===== src/rtl/alu4_pkg.sv =====
// Shared definitions for the alu4 issue/writeback front end: op codes,
// flag bit positions inside the {c,n,z,v} flags word, and FSM states.
package alu4_pkg;

    localparam logic [2:0] OP_NOTA = 3'b000;
    localparam logic [2:0] OP_NOTB = 3'b001;
    localparam logic [2:0] OP_AND  = 3'b010;
    localparam logic [2:0] OP_OR   = 3'b011;
    localparam logic [2:0] OP_XOR  = 3'b100;
    localparam logic [2:0] OP_XNOR = 3'b101;
    localparam logic [2:0] OP_ADD  = 3'b110;
    localparam logic [2:0] OP_SUB  = 3'b111;

    // flags word is {c,n,z,v}
    localparam int FLAG_V = 0;
    localparam int FLAG_Z = 1;
    localparam int FLAG_N = 2;
    localparam int FLAG_C = 3;

    typedef enum logic [1:0] {
        S_IDLE = 2'b00,
        S_EXEC = 2'b01,
        S_WB   = 2'b10
    } state_t;

endpackage


===== src/rtl/regfile_1w2r.sv =====
// Small register file: two operand read ports plus an observation port,
// all combinational. Writes come from the ALU writeback and from the
// direct load strobe; when both target the same entry the writeback wins
// and the load is reported as lost.
module regfile_1w2r #(
    parameter int DATA_W = 4,
    parameter int NREG   = 4,
    parameter int AW     = 2
) (
    input  logic              clk,
    input  logic              reset,
    input  logic              wb_en,
    input  logic [AW-1:0]     wb_addr,
    input  logic [DATA_W-1:0] wb_data,
    input  logic              ld_en,
    input  logic [AW-1:0]     ld_addr,
    input  logic [DATA_W-1:0] ld_data,
    input  logic [AW-1:0]     ra_addr,
    input  logic [AW-1:0]     rb_addr,
    input  logic [AW-1:0]     obs_addr,
    output logic [DATA_W-1:0] ra_data,
    output logic [DATA_W-1:0] rb_data,
    output logic [DATA_W-1:0] obs_data,
    output logic              ld_lost
);

    logic [DATA_W-1:0] regs [NREG];

    // per-entry write: writeback has priority over a load to the same entry
    always_ff @(posedge clk) begin
        if (reset) begin
            for (int i = 0; i < NREG; i++) begin
                regs[i] <= '0;
            end
        end else begin
            for (int i = 0; i < NREG; i++) begin
                if (wb_en && (wb_addr == AW'(i))) begin
                    regs[i] <= wb_data;
                end else if (ld_en && (ld_addr == AW'(i))) begin
                    regs[i] <= ld_data;
                end
            end
        end
    end

    assign ra_data  = regs[ra_addr];
    assign rb_data  = regs[rb_addr];
    assign obs_data = regs[obs_addr];
    assign ld_lost  = ld_en && wb_en && (ld_addr == wb_addr);

endmodule


===== src/rtl/alu4_issue.sv =====
// Issue/writeback front end for alu4. One instruction is accepted in IDLE,
// its operands are registered onto the ALU ports for the EXEC cycle, the
// ALU result and flags are written back at the end of EXEC, and done
// pulses during the following WB cycle.
module alu4_issue
    import alu4_pkg::*;
#(
    parameter int DATA_W = 4,
    parameter int NREG   = 4,
    parameter int AW     = 2
) (
    input  logic              clk,
    input  logic              reset,
    input  logic              in_valid,
    output logic              in_ready,
    input  logic [2:0]        in_op,
    input  logic [AW-1:0]     in_rd,
    input  logic [AW-1:0]     in_ra,
    input  logic [AW-1:0]     in_rb,
    input  logic              ld_en,
    input  logic [AW-1:0]     ld_addr,
    input  logic [DATA_W-1:0] ld_data,
    output logic              ld_drop,
    output logic [DATA_W-1:0] alu_a,
    output logic [DATA_W-1:0] alu_b,
    output logic [2:0]        alu_op,
    input  logic [DATA_W-1:0] alu_result,
    input  logic              alu_c,
    input  logic              alu_n,
    input  logic              alu_z,
    input  logic              alu_v,
    output logic              done,
    output logic [DATA_W-1:0] res,
    output logic [3:0]        flags,
    input  logic [AW-1:0]     obs_addr,
    output logic [DATA_W-1:0] obs_data
);

    state_t            state;
    state_t            next_state;
    logic              accept;
    logic              wb_en;
    logic              ld_lost;
    logic [AW-1:0]     rd_p0;
    logic [DATA_W-1:0] ra_data;
    logic [DATA_W-1:0] rb_data;

    assign accept = in_valid && in_ready;

    regfile_1w2r #(
        .DATA_W (DATA_W),
        .NREG   (NREG),
        .AW     (AW)
    ) u_regfile (
        .clk      (clk),
        .reset    (reset),
        .wb_en    (wb_en),
        .wb_addr  (rd_p0),
        .wb_data  (alu_result),
        .ld_en    (ld_en),
        .ld_addr  (ld_addr),
        .ld_data  (ld_data),
        .ra_addr  (in_ra),
        .rb_addr  (in_rb),
        .obs_addr (obs_addr),
        .ra_data  (ra_data),
        .rb_data  (rb_data),
        .obs_data (obs_data),
        .ld_lost  (ld_lost)
    );

    // state register
    always_ff @(posedge clk) begin
        if (reset) begin
            state <= S_IDLE;
        end else begin
            state <= next_state;
        end
    end

    // next state and per-state control strobes
    always_comb begin
        next_state = state;
        in_ready   = 1'b0;
        wb_en      = 1'b0;
        done       = 1'b0;
        case (state)
            S_IDLE: begin
                in_ready = 1'b1;
                if (in_valid) begin
                    next_state = S_EXEC;
                end
            end
            S_EXEC: begin
                wb_en      = 1'b1;
                next_state = S_WB;
            end
            S_WB: begin
                done       = 1'b1;
                next_state = S_IDLE;
            end
            default: next_state = S_IDLE;
        endcase
    end

    // operand capture at issue, result/flags capture at writeback
    always_ff @(posedge clk) begin
        if (reset) begin
            rd_p0   <= '0;
            alu_a   <= '0;
            alu_b   <= '0;
            alu_op  <= OP_NOTA;
            res     <= '0;
            flags   <= 4'b0000;
            ld_drop <= 1'b0;
        end else begin
            // stage 0: issue
            if (accept) begin
                rd_p0  <= in_rd;
                alu_a  <= ra_data;
                alu_b  <= rb_data;
                alu_op <= in_op;
            end
            // stage 1: writeback
            if (wb_en) begin
                res           <= alu_result;
                flags[FLAG_C] <= alu_c;
                flags[FLAG_N] <= alu_n;
                flags[FLAG_Z] <= alu_z;
                flags[FLAG_V] <= alu_v;
            end
            ld_drop <= ld_lost;
        end
    end

endmodule


===== config.mk =====
export PLATFORM = sky130hd
export DESIGN_NAME = alu4_issue
export DESIGN_NICKNAME = d
export VERILOG_FILES = /design/src/rtl/alu4_pkg.sv /design/src/rtl/regfile_1w2r.sv /design/src/rtl/alu4_issue.sv
export SDC_FILE = /design/constraint.sdc
export NUM_CORES = 1
export LEC_CHECK = 0
export CAP_MARGIN = 20
export CORE_MARGIN = 5
export CORE_UTILIZATION = 45
export DETAILED_ROUTE_END_ITERATION = 7
export PLACE_DENSITY = 0.75
export SYNTH_ARGS = -nofsm -noshare
export SYNTH_HDL_FRONTEND = slang
export SYNTH_SLANG_ARGS = --single-unit

===== constraint.sdc =====
create_clock -name clk -period 2.4 [get_ports clk]
set_input_delay 0.48 -clock clk [delete_from_list [all_inputs] [get_ports clk]]
set_output_delay 0.48 -clock clk [all_outputs]
set_load 0.01 [all_outputs]

==> results of run 1 <==
[synthesized netlist by cell type, drive strengths merged]
cell     instances
clkbuf           6
nand4bb          1
o211ai           1
or3              1
a311oi           1
a22o             8
nor2b            3
nand2           49
or3b             2
xnor2            1
buf              9
inv              1
nand4            1
o311a            1
a21oi           21
nor4b            1
o21ai            4
nor2             8
mux4            12
nand2b           1
mux2i            4
a31oi            1
or4b             1
and4b            4
nand3            5
edfxtp          16
xor2             1
nor4             1
dfxtp           24
nor3b            3
[per-layer routing]
layer,share of wire (%),global-route usage [%]
met5,0,0
met1,42,20.8
met2,49,26.4
met4,0.46,4.98
met3,8.8,5.67
[power by group]
part | switching, uW | internal, uW | total (uW)
combinational | 119 | 157 | 276
clock | 242 | 266 | 509
sequential | 33.0 | 747 | 780
total | 394 | 1170 | 1560
[per-stage QoR]
| step | utilization [%] | TNS (ns) | setup slack (ns) | cell area (um2) |
|---|---|---|---|---|
| finish | 62.0 | 0 | 0.0544 | 2720 |
| floorplan | - | 0 | 0.844 | 2060 |
| CTS | 62.0 | 0 | 0.0369 | 2720 |
| global route | 62.0 | 0 | 0.0186 | 2720 |
| detailed placement | 59.6 | -0.871 | -0.230 | 2610 |
| global placement | 59.6 | -0.815 | -0.218 | 2610 |
[kinds of logic (layout without fill, tap and decap cells)]
kind of cell | count (synthesis) | in the layout | share of synthesized area, %
simple gates | 81 | 81 | 20.3
flops | 40 | 40 | 46.7
compound gates | 37 | 37 | 11.9
mux | 16 | 16 | 15.1
buf+inv | 16 | 70 | 5.23
xor+xnor | 2 | 2 | 0.851
[worst max-delay path by stage]
stage                                    endpoint  slack, ns
5_1_grt                               obs_data[1]       0.02
4_1_cts                               obs_data[3]       0.04
6_report                              obs_data[3]       0.05
3_3_place_gp                          obs_data[3]      -0.22
2_1_floorplan  u_regfile.regs[0][0]$_SDFFCE_PN0P_       0.84
3_5_place_dp                          obs_data[3]      -0.23
[worst min-delay path, delay by kind of cell, from the launching register on]
kind               cells  cell delay [ns]
AOI/OAI and AO/OA      1             0.05
and+or+nand+nor        1             0.05
DFF                    1             0.31
[registers in the layout (all words and copies together) (netlist names)]
name / count
ld_drop: 1
alu_a: 4
alu_b: 4
state: 2
res: 4
rd_p0: 2
alu_op: 3
flags: 4
u_regfile.regs: 16
[area by class of cell]
cell class / instances / area, um2
timing repair buffer: 61 / 593
clock inverter: 2 / 12.5
inverter: 1 / 3.75
clock buffer: 6 / 93.8
fill: 396 / 1670
multi-input combinational: 136 / 990
sequential: 40 / 961
tap: 52 / 65.1
[what timing repair did]
| item | 4_1_cts | 5_1_grt |
|---|---|---|
| gates resized for setup | 1 | 1 |
| setup endpoints to repair | 4 | 2 |
| hold buffers | 0 | 0 |
==> metrics.md, run 1 <==
| Metric | Value |
|---|---|
| Most common cell after layout, fill and taps aside | clkdlybuf4s50_1 |
| Die width | 77.6 um |
| Clk Latency, worst-skew pair | 0.29 ns |
| Worst R2R Path Depth | 2 |
| Crit path launch type | input pin |
| FP Rows | 24 |
| CP required | 1.92 ns |
| Hold Vio Cnt, Final | 0 |
| HP Start | alu_op[1]$_SDFFE_PP0P_ |
| Synth top area cells | dfxtp_1 23%, edfxtp_1 23%, mux4_2 13% |
| Initial Utilization | 46.9% |
| Total congestion overflow | 0 |
| Share of the synthesized area in the top cell type | 23.3% |
| CTS max path bufs | 2 |
| Power per cell area | 576 nW/um2 |
| Worst-path clk slew | 0.08 ns |
| Worst-Margin Slew | 0.590 ns |
| Vias per inst | 5.60 |
| Buffers and inverters on the worst path | 2 |
| Crit-path slowest cell | clkdlybuf4s50_1 |
| 1st-pass router iterations | 5 |
| Fmax | 0.426 GHz |
| Initial DRC count | 89 |
| Leading area contributor after synthesis | dfxtp_1 |
| # setup viols final | 0 |
| WL/cell | 16.2 um |
| Diode count | 0 |
| Slew HR | 60.6% |
| Critical path fanouts, max | 4 |
| Largest stage delay, worst path | 0.57 ns |
| Worst R2R End | u_regfile.regs[0][1]$_SDFFCE_PN0P_ |
| CP most frequent cell | clkdlybuf4s50_1 |
| Netlist cell types | 38 |
| Hold depth | 2 |
| Placed cells | 290 |
| Post-route antenna net violation count | 0 |
| DIE HEIGHT | 77.6 um |
| Clock H-tree levels | 2 |
| IO buf count | 54 |
| Initial antenna violation count | 0 |
| Clock skew | 0.00344 ns |
| Layout Nets | 274 |
| Non-Filler Instances | 298 |
| Crit path time final | 2.35 ns |
| CTS Buf Count | 5 |
| Slew Viols, Final | 0 |
| Hold_ws | 0.453 ns |
| Worst reg2reg startpoint | state[0]$_SDFFE_PP0P_ |
| Most frequent cells in the layout | 53 x clkdlybuf4s50_1, 48 x nand2_1, 24 x dfxtp_1, 21 x a21oi_1, 16 x edfxtp_1 |
| Sink Count | 40 |
| Area delta synth->final | 32.1% |
| Post-DP HPWL | 3.65 mm |
| Area of the die | 6030 um2 |
| IO Count | 55 |
| Crit path max-delay family | buffers and inverters |
| Worst-path cell chain | clkdlybuf4s50_1, mux4_2, clkdlybuf4s50_1 |
| Number of synthesized register bits | 40 |
| Synth Instances | 192 |
| Mapped cell area | 2060 um2 |
| Core Area | 4380 um2 |
| RSZ-0062 raised after global routing | false |
| Share of cells above drive strength 1 | 14.6% |
| Hold Crit Endpoint | alu_op[1]$_SDFFE_PP0P_ |
| Worst min path class | flip-flop to flip-flop |
| Avg Inst Size Synth | 10.7 um2 |
| Critical Path Stages | 3 |
| Total wire length | 4.83 mm |
| Max capacitance violation total | 0 |
| Fin crit share | 97.7% |
| DRC | 0 |
| Worst R2R Setup Slack | 0.61 ns |
| Design Power | 1560 uW |
| Vias post-DR | 1670 |
| Outcome | finished, final reports clean |
| CP Launch Point | obs_addr[1] |
| Pin count of the biggest net entering global routing | 17 |
| Global-route wire length before repair | 7.95 mm |
| All-Layer GR Usage | 16.4% |
| Synthesized Nets | 221 |
| Worst Path Arrival | 1.87 ns |
| Setup repair bufs after CTS | 0 |
| CTS tree | built |
| Setup CP Type | input pin to output pin |
| Endpoint class of the critical path | output pin |
| Sequential fraction of the synthesis area | 46.7% |
| Clk root buf | clkbuf_8 |
| Vias in the first global route | 1630 |
| Number of warning messages in the yosys log | 0 |
| GP Congestion | 0.886 |
| Leak | 0.000997 uW |
| Peak supply drop | 0.000333 V |
(Power assumes the default switching activity.)
==> run 2: changes to the inputs <==
--- a/config.mk
+++ b/config.mk
@@ -9,7 +9,8 @@
 export CORE_MARGIN = 5
 export CORE_UTILIZATION = 45
 export DETAILED_ROUTE_END_ITERATION = 7
-export PLACE_DENSITY = 0.75
+export DONT_BUFFER_PORTS = 1
+export SLEW_MARGIN = 15
 export SYNTH_ARGS = -nofsm -noshare
 export SYNTH_HDL_FRONTEND = slang
 export SYNTH_SLANG_ARGS = --single-unit
==> run 2 against run 1 <==
First-iteration DRC count is 19% lower. Clock skew is 0.0023 ns higher. Combinational power is 52% lower. Critical path type is now flip-flop to flip-flop. Largest power group unchanged.
==> metrics.md, run 2 (synthesized netlist as in run 1, its figures left out) <==
| Metric | Value |
|---|---|
| Peak supply drop | 0.000334 V (+0.28%) |
| Setup CP Type | flip-flop to flip-flop |
| Design Power | 1420 uW (-9.0%) |
| Crit path launch type | flip-flop |
| Reg area | 961 um2 (unchanged) |
| Fmax | 0.556 GHz (+30%) |
| Most common cell after layout, fill and taps aside | nand2_1 |
| Initial DRC count | 72 (-19%) |
| RSZ-0062 raised after global routing | false |
| Sink Count | 40 (unchanged) |
| Clk Latency, worst-skew pair | 0.29 ns (about the same) |
| Initial antenna violation count | 0 (unchanged) |
| Initial Utilization | 46.9% (unchanged) |
| Top sig layer | met4 |
| Worst Path Arrival | 1.79 ns (-0.08 ns) |
| Worst Setup EP | u_regfile.regs[0][1]$_SDFFCE_PN0P_ |
| Outcome | finished, final reports clean |
| Switching pwr | 341 uW (-14%) |
| Worst R2R Setup Slack | 0.60 ns (about the same) |
| Worst min path class | input pin to flip-flop |
| Net Sw Frac | 24.0% (-1.3 points) |
| Power per cell area | 670 nW/um2 (+16%) |
| Leak | 0.000763 uW (-23%) |
| Worst R2R End | u_regfile.regs[0][1]$_SDFFCE_PN0P_ |
| Max capacitance violation total | 0 (unchanged) |
| Largest register FFs | 16 (unchanged) |
| Cts hold-fix bufs | 0 (unchanged) |
| Global-route wire length before repair | 7.42 mm (-6.6%) |
| Layout fillers | 406 (+2.5%) |
| Hold depth | 1 (-1) |
| Clock H-tree levels | 2 (unchanged) |
| Die width | 77.6 um (unchanged) |
| Vias post-DR | 1436 (-14%) |
| IO buf count | 0 (-100%) |
| Worst R2R Path Depth | 2 (unchanged) |
| WL met1 | 1.70 mm (-16%) |
| Place WS | 0.635 ns (+0.865 ns) |
| Post-route antenna net violation count | 0 (unchanged) |
| Worst-Margin Slew | 0.742 ns (+0.152 ns) |
| Sequential power share | 55.5% (+5.6 points) |
| Final Worst Setup Slack | 0.600 ns (+0.546 ns) |
| Hold Vio Cnt, Final | 0 (unchanged) |
| WL/cell | 19.5 um (+21%) |
| Utilization after layout | 48.5% (-14 points) |
| Most frequent cells in the layout | 48 x nand2_1, 24 x dfxtp_1, 21 x a21oi_1, 16 x edfxtp_1, 12 x mux4_2 |
| Pin count of the biggest net entering global routing | 37 (+20) |
| Post-DP HPWL | 3.64 mm (about the same) |
| FP Rows | 24 (unchanged) |
| 1st-pass router iterations | 4 (-1) |
| All-Layer GR Usage | 15.5% (-0.92 points) |
| Pint | 1080 uW (-7.5%) |
| Core Area | 4380 um2 (unchanged) |
| Clock skew | 0.00579 ns (+0.00235 ns) |
| GP Congestion | 0.940 (+6.1%) |
| Worst-path clk slew | 0.08 ns (about the same) |
| CTS resizes | 0 (-1) |
| Slew Viols, Final | 0 (unchanged) |
| Diode count | 0 (unchanged) |
| Layout Nets | 213 (-22%) |
| Top reg by flops | u_regfile.regs |
| Vias in the first global route | 1473 (-9.6%) |
| Total wire length | 4.63 mm (-4.2%) |
| Total congestion overflow | 0 (unchanged) |
| Met3 wire len | 492 um (+15%) |
| CTS max path bufs | 2 (unchanged) |
| Multi-input logic area | 990 um2 (unchanged) |
| Clk pwr share | 35.1% (+2.6 points) |
| Critical path fanouts, max | 11 (+7) |
| Fin crit share | 75.0% (-23 points) |
| DIE HEIGHT | 77.6 um (unchanged) |
| Endpoint class of the critical path | flip-flop |
| Slew HR | 50.3% (-10 points) |
| Met2 WL post-DR | 2.41 mm (+2.2%) |
| CP Launch Point | state[0]$_SDFFE_PP0P_ |
| CTS Buf Count | 5 (unchanged) |
| Vias per inst | 6.06 (+8.1%) |
| Worst reg2reg startpoint | state[0]$_SDFFE_PP0P_ |
| DRC | 0 (unchanged) |
| Share of cells above drive strength 1 | 16.2% (+1.6 points) |
| CP required | 2.39 ns (+0.47 ns) |
| Combinational share of power | 9.3% (-8.3 points) |
| Crit path time final | 1.80 ns (-0.546 ns) |
| Clk root buf | clkbuf_8 |
| Area delta synth->final | 3.22% |
| CTS tree | built |
| # setup viols final | 0 (unchanged) |
| IO Count | 55 (unchanged) |
| Area of the die | 6030 um2 (unchanged) |
| Setup repair bufs after CTS | 0 (unchanged) |
| Total negative setup slack | 0 ns (unchanged) |
## run 2: cell type report
cell class                 instances  share of cell area [%]
sequential                        40                    45.2
inverter                           1                   0.177
tap                               52                    3.06
clock buffer                       6                    4.42
multi-input combinational        136                    46.6
clock inverter                     2                   0.530
## run 2: worst max-delay path, stage by stage, from the launching register on
cell and delay, ns:
dfxtp_1 0.55, or4b_1 0.63, or3b_1 0.31
## run 2: metrics by stage
step | cell area [um2] | hold WS, ns | instances
finish | 2120 | 0.258 | 237
global route | 2120 | 0.230 | 237
CTS | 2120 | 0.242 | 237
detailed placement | 2020 | 0.494 | 229
global placement | 2020 | 0.490 | 229
floorplan | 2060 | 0.481 | 192
## run 2: power groups by stage
| stage | logic, uW | registers [uW] | clock network, uW |
|---|---|---|---|
| finish | 133 | 791 | 500 |
| global route | 146 | 796 | 552 |
| CTS | 135 | 791 | 515 |
| detailed placement | 134 | 807 | 0 |
| global placement | 130 | 804 | 0 |
| floorplan | 142 | 790 | 0 |
## run 2: how the worst min path moves through the flow
| stage | from | endpoint | slack, ns |
|---|---|---|---|
| global route | reset | alu_b[2]$_SDFFE_PP0P_ | 0.23 |
| floorplan | alu_a[0]$_SDFFE_PP0P_ | alu_a[0]$_SDFFE_PP0P_ | 0.48 |
| CTS | reset | alu_b[0]$_SDFFE_PP0P_ | 0.24 |
| finish | reset | res[0]$_SDFFE_PP0N_ | 0.26 |
| detailed placement | res[1]$_SDFFE_PP0N_ | res[1]$_SDFFE_PP0N_ | 0.49 |
| global placement | alu_b[3]$_SDFFE_PP0P_ | alu_b[3]$_SDFFE_PP0P_ | 0.49 |
## run 2: per-layer routing
metal	GRT usage [%]	vias to the layer above
li1	-	685
met1	16.5	687
met2	27.4	58
met3	7.41	6
met4	3.78	0
met5	0	-
